--- src/rtl/rx_pkt_assembler_if.sv ---
// rx_pkt_assembler_if: bundle of the RX buffer read port and the data link
// layer valid/ready stream seen by rx_pkt_assembler.
// master = the assembler itself, slave = the surrounding environment.
interface rx_pkt_assembler_if #(
  parameter int DATA_WIDTH       = 256,
  parameter int PACKET_LENGTH    = 11,
  parameter int SYMBOL_PTR_WIDTH = 5,
  parameter int CNT_WIDTH        = 16
);
  // RX buffer read side
  logic                        i_Empty;
  logic                        o_RD_EN;
  logic [0:DATA_WIDTH-1]       i_Data;
  logic                        i_SOP;
  logic                        i_End_Valid;
  logic                        i_Type;
  logic [PACKET_LENGTH-1:0]    i_Length;
  logic [SYMBOL_PTR_WIDTH-1:0] i_Last_Byte;
  // data link layer side
  logic                        o_Valid;
  logic                        i_Ready;
  logic [0:DATA_WIDTH-1]       o_Data;
  logic                        o_SOP;
  logic                        o_EOP;
  logic                        o_Type;
  logic [SYMBOL_PTR_WIDTH-1:0] o_Last_Byte;
  logic                        o_Drop;
  logic                        o_Len_Err;
  logic                        o_Frame_Err;
  logic [CNT_WIDTH-1:0]        o_Pkt_Cnt;

  modport master (
    input  i_Empty, i_Data, i_SOP, i_End_Valid, i_Type, i_Length, i_Last_Byte, i_Ready,
    output o_RD_EN, o_Valid, o_Data, o_SOP, o_EOP, o_Type, o_Last_Byte, o_Drop,
           o_Len_Err, o_Frame_Err, o_Pkt_Cnt
  );

  modport slave (
    output i_Empty, i_Data, i_SOP, i_End_Valid, i_Type, i_Length, i_Last_Byte, i_Ready,
    input  o_RD_EN, o_Valid, o_Data, o_SOP, o_EOP, o_Type, o_Last_Byte, o_Drop,
           o_Len_Err, o_Frame_Err, o_Pkt_Cnt
  );
endinterface

--- src/rtl/rx_pkt_assembler.sv ---
// rx_pkt_assembler: pops beats from the RX buffer, checks TLP framing and
// length, and forwards the stream through a skid FIFO sized so that reads
// are only issued when a free slot is guaranteed for the returning beat.
module rx_pkt_assembler #(
  parameter int DATA_WIDTH       = 256,
  parameter int PACKET_LENGTH    = 11,
  parameter int SYMBOL_PTR_WIDTH = 5,
  parameter int SKID_DEPTH       = 4,
  parameter int CNT_WIDTH        = 16
) (
  input logic                CLK,
  input logic                RST,
  input logic                Soft_RST_blocks,
  rx_pkt_assembler_if.master bus
);

  localparam int PTR_W   = (SKID_DEPTH > 1) ? $clog2(SKID_DEPTH) : 1;
  localparam int OCC_W   = PTR_W + 1;
  localparam int DWC_W   = 12;
  localparam int BEAT_DW = DATA_WIDTH / 32;
  localparam logic [DWC_W-1:0] DWC_MAX  = '1;
  localparam logic [OCC_W:0]   RD_LIMIT = (OCC_W+1)'(SKID_DEPTH - 1);

  typedef enum logic {IDLE, IN_PKT} state_t;

  // Saturating DW accumulator so an oversize packet cannot wrap into a match.
  function automatic logic [DWC_W-1:0] sat_add(input logic [DWC_W-1:0] a,
                                               input logic [DWC_W-1:0] b);
    logic [DWC_W:0] s;
    s = {1'b0, a} + {1'b0, b};
    return s[DWC_W] ? DWC_MAX : s[DWC_W-1:0];
  endfunction

  // DW carried by one beat: full beat, or up to and including the last byte.
  function automatic logic [DWC_W-1:0] beat_dw(input logic is_end,
                                               input logic [SYMBOL_PTR_WIDTH-1:0] lb);
    logic [SYMBOL_PTR_WIDTH-1:0] sh;
    sh = lb >> 2;
    if (is_end) return DWC_W'(sh) + DWC_W'(1);
    return DWC_W'(BEAT_DW);
  endfunction

  // A TLP fails if its DW count disagrees with the header or ends mid-DW.
  function automatic logic len_fail(input logic                     is_tlp,
                                    input logic [DWC_W-1:0]         cnt,
                                    input logic [PACKET_LENGTH-1:0] len,
                                    input logic [1:0]               lb_lo);
    return is_tlp && ((cnt != DWC_W'(len)) || (lb_lo != 2'b11));
  endfunction

  logic                     rst_any;
  state_t                   state, state_nxt;
  logic                     vld_p1;
  logic [OCC_W-1:0]         occ;
  logic [OCC_W:0]           occ_sum;
  logic [PTR_W-1:0]         wr_ptr, rd_ptr;
  logic [DWC_W-1:0]         dw_cnt, dw_cnt_nxt, bdw, acc;
  logic [PACKET_LENGTH-1:0] len_lat, len_nxt;
  logic                     type_lat, type_nxt;
  logic                     wr_en, wr_type, wr_drop;
  logic                     len_err_nxt, frame_err_nxt;
  logic                     len_err_p2, frame_err_p2;
  logic                     rd_en, pop, head_vld;
  logic [CNT_WIDTH-1:0]     pkt_cnt;

  logic [0:DATA_WIDTH-1]       mem_data [SKID_DEPTH];
  logic                        mem_sop  [SKID_DEPTH];
  logic                        mem_eop  [SKID_DEPTH];
  logic                        mem_type [SKID_DEPTH];
  logic                        mem_drop [SKID_DEPTH];
  logic [SYMBOL_PTR_WIDTH-1:0] mem_lb   [SKID_DEPTH];

  assign rst_any  = RST | Soft_RST_blocks;
  assign occ_sum  = {1'b0, occ} + {{OCC_W{1'b0}}, vld_p1};
  assign rd_en    = !rst_any && !bus.i_Empty && (occ_sum <= RD_LIMIT);
  assign head_vld = (occ != '0);
  assign pop      = head_vld && bus.i_Ready;
  assign bdw      = beat_dw(bus.i_End_Valid, bus.i_Last_Byte);
  assign acc      = sat_add(dw_cnt, bdw);

  // Intake decode: classify the returning beat, update the packet tally, decide write/drop/errors.
  always_comb begin
    state_nxt     = state;
    dw_cnt_nxt    = dw_cnt;
    len_nxt       = len_lat;
    type_nxt      = type_lat;
    wr_en         = 1'b0;
    wr_type       = type_lat;
    wr_drop       = 1'b0;
    frame_err_nxt = 1'b0;
    if (vld_p1) begin
      if (bus.i_SOP) begin
        // A new SOP always opens a packet; inside an open packet it also aborts it.
        frame_err_nxt = (state == IN_PKT);
        wr_en         = 1'b1;
        len_nxt       = bus.i_Length;
        type_nxt      = bus.i_Type;
        wr_type       = bus.i_Type;
        dw_cnt_nxt    = bdw;
        if (bus.i_End_Valid) begin
          wr_drop   = len_fail(bus.i_Type, bdw, bus.i_Length, bus.i_Last_Byte[1:0]);
          state_nxt = IDLE;
        end else begin
          state_nxt = IN_PKT;
        end
      end else if (state == IN_PKT) begin
        wr_en      = 1'b1;
        dw_cnt_nxt = acc;
        if (bus.i_End_Valid) begin
          wr_drop   = len_fail(type_lat, acc, len_lat, bus.i_Last_Byte[1:0]);
          state_nxt = IDLE;
        end
      end else begin
        // Continuation beat with no open packet: discarded, never written.
        frame_err_nxt = 1'b1;
      end
    end
    len_err_nxt = wr_drop;
  end

  // Control state: FSM, read pipeline, FIFO pointers/occupancy, error pulses, good-packet count.
  always_ff @(posedge CLK) begin
    if (rst_any) begin
      state        <= IDLE;
      vld_p1       <= 1'b0;
      occ          <= '0;
      wr_ptr       <= '0;
      rd_ptr       <= '0;
      dw_cnt       <= '0;
      len_lat      <= '0;
      type_lat     <= 1'b0;
      len_err_p2   <= 1'b0;
      frame_err_p2 <= 1'b0;
      pkt_cnt      <= '0;
    end else begin
      // read issued -> beat on i_* next cycle
      vld_p1       <= rd_en;
      // capture -> error pulses one cycle later
      state        <= state_nxt;
      dw_cnt       <= dw_cnt_nxt;
      len_lat      <= len_nxt;
      type_lat     <= type_nxt;
      len_err_p2   <= len_err_nxt;
      frame_err_p2 <= frame_err_nxt;
      if (wr_en) wr_ptr <= wr_ptr + PTR_W'(1);
      if (pop)   rd_ptr <= rd_ptr + PTR_W'(1);
      case ({wr_en, pop})
        2'b10:   occ <= occ + OCC_W'(1);
        2'b01:   occ <= occ - OCC_W'(1);
        default: occ <= occ;
      endcase
      if (pop && mem_eop[rd_ptr] && !mem_drop[rd_ptr]) pkt_cnt <= pkt_cnt + CNT_WIDTH'(1);
    end
  end

  // Skid FIFO storage; contents are don't-care until occupancy covers them.
  always_ff @(posedge CLK) begin
    if (wr_en) begin
      mem_data[wr_ptr] <= bus.i_Data;
      mem_sop[wr_ptr]  <= bus.i_SOP;
      mem_eop[wr_ptr]  <= bus.i_End_Valid;
      mem_type[wr_ptr] <= wr_type;
      mem_drop[wr_ptr] <= wr_drop;
      mem_lb[wr_ptr]   <= bus.i_End_Valid ? bus.i_Last_Byte : '0;
    end
  end

  // Head entry drives the stream; everything reads zero while the FIFO is empty.
  assign bus.o_RD_EN     = rd_en;
  assign bus.o_Valid     = head_vld;
  assign bus.o_Data      = head_vld ? mem_data[rd_ptr] : '0;
  assign bus.o_SOP       = head_vld && mem_sop[rd_ptr];
  assign bus.o_EOP       = head_vld && mem_eop[rd_ptr];
  assign bus.o_Type      = head_vld && mem_type[rd_ptr];
  assign bus.o_Drop      = head_vld && mem_drop[rd_ptr];
  assign bus.o_Last_Byte = head_vld ? mem_lb[rd_ptr] : '0;
  assign bus.o_Len_Err   = len_err_p2;
  assign bus.o_Frame_Err = frame_err_p2;
  assign bus.o_Pkt_Cnt   = pkt_cnt;

endmodule
--- src/flat_wrapper.sv ---
// flat-port wrapper written by rule: the top's interface ports become plain ports
module rx_pkt_assembler_flat 
#(
  parameter int DATA_WIDTH       = 256,
  parameter int PACKET_LENGTH    = 11,
  parameter int SYMBOL_PTR_WIDTH = 5,
  parameter int SKID_DEPTH       = 4,
  parameter int CNT_WIDTH        = 16
)
  (CLK, RST, Soft_RST_blocks, bus_i_Empty, bus_i_Data, bus_i_SOP, bus_i_End_Valid, bus_i_Type, bus_i_Length, bus_i_Last_Byte, bus_i_Ready, bus_o_RD_EN, bus_o_Valid, bus_o_Data, bus_o_SOP, bus_o_EOP, bus_o_Type, bus_o_Last_Byte, bus_o_Drop, bus_o_Len_Err, bus_o_Frame_Err, bus_o_Pkt_Cnt);
  rx_pkt_assembler_if #(.DATA_WIDTH(DATA_WIDTH), .PACKET_LENGTH(PACKET_LENGTH), .SYMBOL_PTR_WIDTH(SYMBOL_PTR_WIDTH), .CNT_WIDTH(CNT_WIDTH)) bus_i ();
  input logic CLK;
  input logic RST;
  input logic Soft_RST_blocks;
  input wire logic [$bits(bus_i.i_Empty)-1:0] bus_i_Empty;
  input wire logic [$bits(bus_i.i_Data)-1:0] bus_i_Data;
  input wire logic [$bits(bus_i.i_SOP)-1:0] bus_i_SOP;
  input wire logic [$bits(bus_i.i_End_Valid)-1:0] bus_i_End_Valid;
  input wire logic [$bits(bus_i.i_Type)-1:0] bus_i_Type;
  input wire logic [$bits(bus_i.i_Length)-1:0] bus_i_Length;
  input wire logic [$bits(bus_i.i_Last_Byte)-1:0] bus_i_Last_Byte;
  input wire logic [$bits(bus_i.i_Ready)-1:0] bus_i_Ready;
  output wire logic [$bits(bus_i.o_RD_EN)-1:0] bus_o_RD_EN;
  output wire logic [$bits(bus_i.o_Valid)-1:0] bus_o_Valid;
  output wire logic [$bits(bus_i.o_Data)-1:0] bus_o_Data;
  output wire logic [$bits(bus_i.o_SOP)-1:0] bus_o_SOP;
  output wire logic [$bits(bus_i.o_EOP)-1:0] bus_o_EOP;
  output wire logic [$bits(bus_i.o_Type)-1:0] bus_o_Type;
  output wire logic [$bits(bus_i.o_Last_Byte)-1:0] bus_o_Last_Byte;
  output wire logic [$bits(bus_i.o_Drop)-1:0] bus_o_Drop;
  output wire logic [$bits(bus_i.o_Len_Err)-1:0] bus_o_Len_Err;
  output wire logic [$bits(bus_i.o_Frame_Err)-1:0] bus_o_Frame_Err;
  output wire logic [$bits(bus_i.o_Pkt_Cnt)-1:0] bus_o_Pkt_Cnt;
  assign bus_i.i_Empty = bus_i_Empty;
  assign bus_i.i_Data = bus_i_Data;
  assign bus_i.i_SOP = bus_i_SOP;
  assign bus_i.i_End_Valid = bus_i_End_Valid;
  assign bus_i.i_Type = bus_i_Type;
  assign bus_i.i_Length = bus_i_Length;
  assign bus_i.i_Last_Byte = bus_i_Last_Byte;
  assign bus_i.i_Ready = bus_i_Ready;
  assign bus_o_RD_EN = bus_i.o_RD_EN;
  assign bus_o_Valid = bus_i.o_Valid;
  assign bus_o_Data = bus_i.o_Data;
  assign bus_o_SOP = bus_i.o_SOP;
  assign bus_o_EOP = bus_i.o_EOP;
  assign bus_o_Type = bus_i.o_Type;
  assign bus_o_Last_Byte = bus_i.o_Last_Byte;
  assign bus_o_Drop = bus_i.o_Drop;
  assign bus_o_Len_Err = bus_i.o_Len_Err;
  assign bus_o_Frame_Err = bus_i.o_Frame_Err;
  assign bus_o_Pkt_Cnt = bus_i.o_Pkt_Cnt;
  rx_pkt_assembler #(.DATA_WIDTH(DATA_WIDTH), .PACKET_LENGTH(PACKET_LENGTH), .SYMBOL_PTR_WIDTH(SYMBOL_PTR_WIDTH), .SKID_DEPTH(SKID_DEPTH), .CNT_WIDTH(CNT_WIDTH)) u_core (.CLK(CLK), .RST(RST), .Soft_RST_blocks(Soft_RST_blocks), .bus(bus_i));
endmodule
--- config.mk ---
export PLATFORM = sky130hd
export DESIGN_NAME = rx_pkt_assembler_flat
export DESIGN_NICKNAME = d
export VERILOG_FILES = /design/src/rtl/rx_pkt_assembler_if.sv /design/src/rtl/rx_pkt_assembler.sv /design/src/flat_wrapper.sv
export SDC_FILE = /design/constraint.sdc
export NUM_CORES = 1
export LEC_CHECK = 0
export BUFFER_PORTS_ARGS = -buffer_cell sky130_fd_sc_hd__clkbuf_2
export CAP_MARGIN = 20
export CORE_MARGIN = 2
export CORE_UTILIZATION = 60
export CTS_BUF_LIST = sky130_fd_sc_hd__clkbuf_2 sky130_fd_sc_hd__clkbuf_4 sky130_fd_sc_hd__clkbuf_8
export DETAILED_ROUTE_END_ITERATION = 16
export GPL_ROUTABILITY_DRIVEN = 1
export PLACE_DENSITY = 0.89
export SYNTH_ARGS = -nofsm -noshare
export SYNTH_HDL_FRONTEND = slang
export SYNTH_SLANG_ARGS = --single-unit
--- constraint.sdc ---
create_clock -name CLK -period 12.7 [get_ports CLK]
set_input_delay 1.905 -clock CLK [delete_from_list [all_inputs] [get_ports CLK]]
set_output_delay 1.905 -clock CLK [all_outputs]
set_load 0.05 [all_outputs]
==> results of run 1 <==
-- power by group through the flow --
stage / Clock (mW) / Sequential (mW) / Combinational, mW
finish: 2.88 / 4.04 / 0.198
global route: 3.07 / 4.04 / 0.212
CTS: 2.93 / 4.04 / 0.198
detailed placement: 0 / 4.12 / 0.197
global placement: 0 / 4.12 / 0.183
floorplan: 0 / 4.12 / 0.0907
-- per-stage QoR --
| stage | hold slack, ns | worst slack (ns) | utilization (%) | std cells | power, mW |
|---|---|---|---|---|---|
| 2_1_floorplan | 0.436 | 2.93 | - | 2068 | 4.21 |
| 3_3_place_gp | 0.446 | 7.03 | 65.6 | 3488 | 4.30 |
| 3_5_place_dp | 0.459 | 6.99 | 65.6 | 3488 | 4.31 |
| 4_1_cts | 0.466 | 6.62 | 70.2 | 3774 | 7.17 |
| 5_1_grt | 0.489 | 6.51 | 70.3 | 3793 | 7.32 |
| 6_report | 0.463 | 6.81 | 70.3 | 3796 | 7.12 |
-- critical path, stage by stage, from the launching register on --
cell	delay, ns
dfxtp_1	0.45
nor3_1	0.15
inv_6	0.56
buf_4	0.66
buf_4	0.65
and2_1	0.27
clkbuf_2	0.29
-- metal layers --
metal / vias to the layer above / GRT usage [%] / share of wire [%]
li1: 9649 / - / -
met1: 11500 / 31.6 / 36
met2: 1169 / 41.9 / 52
met3: 254 / 6.55 / 8.1
met4: 6 / 12.1 / 4.1
met5: - / 0 / 0.036
-- logic make-up after synthesis --
family,after synthesis
flops,1113
simple gates,430
xor+xnor,27
mux,269
compound gates,89
fa+ha+maj,14
buf+inv,126
-- area by class of cell --
| class | instances | area (um^2) |
|---|---|---|
| repair buffers | 581 | 3030 |
| flip-flops and latches | 1113 | 32900 |
| inverters | 15 | 61.3 |
| clock buffers | 228 | 2820 |
| diodes | 22 | 55.1 |
| well taps | 950 | 1190 |
| multi-input cells | 829 | 9560 |
| clock inverters | 58 | 483 |
| fillers | 4067 | 21200 |
-- placed cells by master (no fill, tap or decap), drive strengths merged, types with 3 or more instances in the layout --
| master | count |
|---|---|
| mux2i | 4 |
| clkbuf | 792 |
| buf | 17 |
| and3 | 9 |
| ha | 12 |
| diode | 22 |
| o21bai | 3 |
| o21ai | 16 |
| nor2b | 5 |
| or2 | 3 |
| mux4 | 265 |
| xor2 | 14 |
| nand2 | 46 |
| nand4 | 9 |
| a21oi | 32 |
| o211a | 3 |
| nand3 | 12 |
| a31oi | 5 |
| dfxtp | 53 |
| nor2 | 37 |
| o211ai | 5 |
| a211oi | 3 |
| inv | 25 |
| or3 | 8 |
| and4 | 3 |
| and2 | 279 |
| edfxtp | 1060 |
| nor4 | 5 |
| xnor2 | 13 |
| bufinv | 5 |
| a32oi | 3 |
| clkinv | 41 |
| nor3 | 9 |
| a211o | 3 |
-- worst min path at each step --
stage | from | cells past startpoint | slack (ns) | endpoint
final | u_core.dw_cnt[3]$_SDFFE_PP0P_ | 2 | 0.46 | u_core.dw_cnt[3]$_SDFFE_PP0P_
after global routing | u_core.dw_cnt[3]$_SDFFE_PP0P_ | 2 | 0.49 | u_core.dw_cnt[3]$_SDFFE_PP0P_
after CTS | u_core.dw_cnt[3]$_SDFFE_PP0P_ | 2 | 0.47 | u_core.dw_cnt[3]$_SDFFE_PP0P_
after detailed placement | u_core.dw_cnt[3]$_SDFFE_PP0P_ | 2 | 0.46 | u_core.dw_cnt[3]$_SDFFE_PP0P_
after global placement | u_core.dw_cnt[0]$_SDFFE_PP0P_ | 2 | 0.45 | u_core.dw_cnt[0]$_SDFFE_PP0P_
after floorplan | u_core.dw_cnt[0]$_SDFFE_PP0P_ | 2 | 0.44 | u_core.dw_cnt[0]$_SDFFE_PP0P_
-- state kept, by name, summed over array words and instances, names as in the netlist, 2 cells and up, named ones only --
name,cells
u_core.mem_eop,4
u_core.mem_drop,4
u_core.mem_sop,4
u_core.bus.o_Pkt_Cnt,16
u_core.wr_ptr,2
u_core.mem_lb,20
u_core.mem_type,4
u_core.mem_data,1024
u_core.dw_cnt,12
u_core.rd_ptr,2
u_core.len_lat,11
u_core.occ,3
==> metrics, run 1 <==
status=finished clean; r2r worst-path depth=7; Final Hold Vio Count=0; part of the power in registers=56.7%; Netlist Area Pre-Place=0.0430 mm^2; via count=22600; synthesized area per cell=20.8 um^2; syn_nets=2362; TritonRoute pass-1 iters=6; Clock power frac=40.5%; die height=272 um; per-cell routed wire length=24.7 um; Layout Area Growth over Synthesis=16.6%; Post-CTS Setup Bufs=0; I/O Buffers=564; capture point of the worst path=bus_o_Data[42]; WP data arrival=3.99 ns; GP Congestion=0.870; post-synthesis adder-cell area fraction=0.443%; post-synth top area share=74.1%; sequential share of the synthesized area=76.6%; largest family of logic cells by synthesized area=multiplexers; Combinational Power Share=2.8%; Initial Utilization=60.3%; flop-to-flop setup slack=9.13 ns; worst setup path start=u_core.occ[2]$_SDFFE_PP0P_; required time of the critical path=10.80 ns; detailed placement HPWL=57300 um; final setup vio count=0; global-route wire length before repair=139000 um; #FFs+latches synth=1113; final WL=93900 um; fin area=0.0501 mm^2; multiplexer share of the synthesized area=14.0%; layout cells sized above 1=40.0%; Total Routing Usage GR=25.3%; post-CTS resize count=0; core area=0.0712 mm^2; top cells by area, synth=edfxtp_1 74%, mux4_2 14%, and2_1 4.1%; clock skew=0.0614 ns; worst hold path class=register to register; Crit. End Element=primary output; Post-synth EDFFs=1060; Root Buffer=clkbuf_8; reg2reg start=u_core.state$_SDFFE_PP0P_; MaxCap Viol Count=0; Switching Share=20.6%; Overflow after GRT=0; Synth Area in Compound Gates=1.34%; xor/xnor share of the synthesized area=0.550%; critical path class=register to primary output; Die ar.=0.0738 mm^2; setup_tns=0 ns; pwr/cell area=142 mW/mm^2; Pleak=17.1 nW; initial antenna violation count=25; Max Fclk=170 MHz; CTS buffer count=168; Synth Area in Simple Gates=5.90%; count of different cell masters after synthesis=61; I/O pin cnt=565; clk buf depth=3; CTS clk-pin slew, worst paths=0.06 ns; die width=272 um; net switching power=1.47 mW; Yosys top cell by area=edfxtp_1; fin nets=3002; clock latency on the worst-skew pair=0.81 ns; Num Clock Sinks=1113; Starting DRT DRC Count=2312; Post-DP Area=0.0467 mm^2; cells after synthesis=2068; post-route antenna net violation count=0; fin crit period=5.89 ns; Avg Vias per Cell=5.96; Slew headroom=25.0%; Top FF cell, synth=edfxtp_1; Synth Warn #=0; Setup crit start kind=register; CTS tree=built; FFs w/ async S/R, synth=0%; Post-CTS Hold Buffers=0; RR Endpoint=u_core.mem_data[3][22]$_DFFE_PP_; vias in the first global route=23400; pin count of the biggest net entering global routing=144; most common cell in the netlist=edfxtp_1; row cnt=98; maximum vdd drop=0.104 mV; RSZ-0062 raised after global routing=false; pin slew with the least headroom to its limit=1.13 ns; most instantiated cells after synthesis=1060 x edfxtp_1, 279 x and2_1, 265 x mux4_2; fin crit share=46.4%; internal power=5.65 mW; max-slew violation count=0; DRC Markers=0; CP Max Fanout=132; H-tree depth=4
(Power assumes the default switching activity.)
==> run 2: changes to the inputs <==
--- a/config.mk
+++ b/config.mk
@@ -5,14 +5,15 @@
 export SDC_FILE = /design/constraint.sdc
 export NUM_CORES = 1
 export LEC_CHECK = 0
+export ABC_AREA = 1
 export BUFFER_PORTS_ARGS = -buffer_cell sky130_fd_sc_hd__clkbuf_2
 export CAP_MARGIN = 20
 export CORE_MARGIN = 2
-export CORE_UTILIZATION = 60
+export CORE_UTILIZATION = 54
 export CTS_BUF_LIST = sky130_fd_sc_hd__clkbuf_2 sky130_fd_sc_hd__clkbuf_4 sky130_fd_sc_hd__clkbuf_8
 export DETAILED_ROUTE_END_ITERATION = 16
 export GPL_ROUTABILITY_DRIVEN = 1
-export PLACE_DENSITY = 0.89
+export PLACE_DENSITY = 0.85
 export SYNTH_ARGS = -nofsm -noshare
 export SYNTH_HDL_FRONTEND = slang
 export SYNTH_SLANG_ARGS = --single-unit
==> constraint.sdc (replaced) <==
create_clock -name CLK -period 5.4 [get_ports CLK]
set_input_delay 0.81 -clock CLK [delete_from_list [all_inputs] [get_ports CLK]]
set_output_delay 0.81 -clock CLK [all_outputs]
set_load 0.05 [all_outputs]
==> run 2 against run 1 <==
Net effect:
- sequential power is 140% higher
- first-iteration DRC count is 61% higher
- critical path depth is 1 lower
- final area rose by 1.9%
- sequential share of layout area decreased by 1.2 points
- largest cell class unchanged
- register-to-register slack got worse by 6.6 ns
- flip-flop and latch count is the same
- worst setup slack worse by 5.8 ns
- non-clock buffer count up 21
- synthesized area up 1.8%
- clock skew decreased by 0.0073 ns
- final cell count up 41%
==> metrics, run 2 <==
Post-synth EDFFs=1060 (unchanged); CTS clk-pin slew, worst paths=0.06 ns (about the same); final WL=111000 um (was 93900 um); fin crit share=81.7%; clk buf depth=3 (unchanged); fin nets=4435 (was 3002); setup_tns=0 ns (unchanged); pwr/cell area=331 mW/mm^2 (was 142 mW/mm^2); WP data arrival=3.60 ns (was 3.99 ns); #FFs+latches synth=1113 (unchanged); Pleak=18.6 nW (was 17.1 nW); Num Clock Sinks=1113 (unchanged); Die ar.=0.0833 mm^2 (was 0.0738 mm^2); fin crit period=4.41 ns; TritonRoute pass-1 iters=5 (was 6); Overflow after GRT=0 (unchanged); worst hold path class=input port to register (was register to register); I/O pin cnt=565 (unchanged); CTS tree=built (unchanged); Finished Core Util=63.6% (was 70.3%); maximum vdd drop=0.341 mV (was 0.104 mV); H-tree depth=4 (unchanged); clock latency on the worst-skew pair=0.84 ns (was 0.81 ns); Starting DRT DRC Count=3719 (was 2312); Avg Vias per Cell=5.66 (was 5.96); GP Congestion=0.899 (was 0.870); row cnt=104 (was 98); Setup crit start kind=register (unchanged); Crit. End Element=primary output (unchanged); initial antenna violation count=28 (was 25); cells after synthesis=3584 (was 2068); post-CTS resize count=0 (unchanged); final setup vio count=0 (unchanged); Initial Utilization=54.5% (was 60.3%); post-route antenna net violation count=0 (unchanged); core area=0.0803 mm^2 (was 0.0712 mm^2); CP Max Fanout=160 (was 132); Post-CTS Setup Bufs=0 (unchanged); CTS buffer count=168 (unchanged); required time of the critical path=4.59 ns (was 10.80 ns); Layout Area Growth over Synthesis=16.7% (was 16.6%); most instantiated cells after synthesis=1095 x nor2_1, 1060 x edfxtp_1, 545 x o21ai_0 (was 1060 x edfxtp_1, 279 x and2_1, 265 x mux4_2); most frequent cells in the layout=1090 x nor2_1, 1060 x edfxtp_1, 564 x clkbuf_2, 545 x o21ai_0, 309 x a21oi_1 (was 1060 x edfxtp_1, 564 x clkbuf_2, 275 x and2_1, 265 x mux4_2, 177 x clkbuf_8); global-route wire length before repair=163000 um (was 139000 um); Yosys top cell by area=edfxtp_1 (unchanged); post-synth top area share=72.8% (was 74.1%); Top FF cell, synth=edfxtp_1 (unchanged); MaxCap Viol Count=0 (unchanged); detailed placement HPWL=63800 um (was 57300 um); clock skew=0.0541 ns (was 0.0614 ns); Post-DP Area=0.0476 mm^2 (was 0.0467 mm^2); Post-CTS Hold Buffers=0 (unchanged); most common cell in the netlist=nor2_1 (was edfxtp_1); layout cells sized above 1=21.0% (was 40.0%); per-cell routed wire length=20.7 um (was 24.7 um); placed cell count=5031 (was 3488); RSZ-0062 raised after global routing=false (unchanged); Largest Register=u_core.mem_data (unchanged); die width=289 um (was 272 um); max reg flops=1024 (unchanged); I/O Buffers=564 (unchanged); pin count of the biggest net entering global routing=208 (was 144); Slew headroom=20.2% (was 25.0%); commonest non-fill, non-tap cell in the layout=nor2_1 (was edfxtp_1); die height=289 um (was 272 um); via count=30300 (was 22600); fin area=0.0510 mm^2 (was 0.0501 mm^2); final non-filler cell total=5358 (was 3796); sequential share of the synthesized area=75.2% (was 76.6%); pin slew with the least headroom to its limit=1.20 ns (was 1.13 ns); Synth Warn #=0 (unchanged); Netlist Area Pre-Place=0.0437 mm^2 (was 0.0430 mm^2); vias in the first global route=29000 (was 23400); total power=16.9 mW (was 7.12 mW); DRC Markers=0 (unchanged); syn_nets=3878 (was 2362); count of different cell masters after synthesis=40 (was 61); Total Routing Usage GR=25.6% (was 25.3%); Final Hold Vio Count=0 (unchanged); critical path class=register to primary output (unchanged); FFs w/ async S/R, synth=0% (unchanged); Max Fclk=227 MHz; max-slew violation count=0 (unchanged); top cells by area, synth=edfxtp_1 73%, nor2_1 9.4%, o21ai_0 6.2% (was edfxtp_1 74%, mux4_2 14%, and2_1 4.1%); Root Buffer=clkbuf_8 (unchanged); status=finished clean (unchanged); synthesized area per cell=12.2 um^2 (was 20.8 um^2)
[run 2: cell count changes after synthesis, sizes merged, moves of 90 or more]
cell	change
clkbuf	+90
nor2	+1065
and2	-279
o21ai	+542
a21oi	+277
mux4	-265
[run 2: kinds of logic (layout without fill, tap and decap cells)]
kind of cell,after synthesis,after routing,share of synthesized area (%)
buffers and inverters,288,977,2.61
xor gates and xnor gates,6,6,0.120
adders and majority gates,14,14,0.435
AOI/OAI and AO/OA,873,873,10.0
and+or+nand+nor,1290,1290,11.6
DFF,1113,1113,75.2
other,0,25,0
[run 2: stage by stage]
stage,hold WS [ns],setup WS [ns]
after floorplan,0.422,-0.348
after global placement,0.440,1.89
after detailed placement,0.448,1.89
after CTS,0.0980,0.977
after global routing,0.134,0.809
final,0.168,0.991
[run 2: path summary, 6_finish.rpt]
path | start | end | slack (ns) | depth (start not counted)
worst max-delay path | register | bus_o_Data[18] | 0.99 | 5
worst max register to register | register | u_core.bus.o_Pkt_Cnt[15]$_SDFFE_PP0P_ | 2.52 | 12
worst min register to register | u_core.occ[2]$_SDFFE_PP0P_ | u_core.vld_p1$_SDFF_PP0_ | 0.47 | 1
worst min-delay path | bus_i_Data[20] | u_core.mem_data[2][20]$_DFFE_PP_ | 0.17 | 1
[run 2: power breakdown]
group	internal [mW]	switching (mW)
Combinational	0.135	0.341
Clock	3.61	3.27
Sequential	9.49	0.0128
Total	13.2	3.63
[run 2: metal layers]
metal / share of wire (%) / wire [um] / track usage [%] / up-vias
li1: - / - / - / 13800
met2: 50 / 54900 / 42.0 / 1769
met3: 11 / 11900 / 7.69 / 318
met5: 0.042 / 46 / 0 / -
met1: 35 / 38600 / 30.4 / 14400
met4: 4.8 / 5290 / 13.9 / 8
[run 2: worst max-delay path, stage by stage (launching register included)]
cell and delay [ns]:
dfxtp_4 0.67, clkinv_8 0.56, buf_4 0.55, o21ai_0 0.50, a21oi_1 0.14, clkbuf_2 0.28
[run 2: area by class of cell]
| class | instances | area [um^2] |
|---|---|---|
| Sequential cell | 1113 | 32900 |
| Fill cell | 5484 | 29300 |
| Clock inverter | 70 | 566 |
| Clock buffer | 232 | 2810 |
| Multi-Input combinational cell | 2183 | 9750 |
| Antenna cell | 25 | 62.6 |
| Timing Repair Buffer | 602 | 3320 |
| Tap cell | 1060 | 1330 |
| Inverter | 73 | 307 |
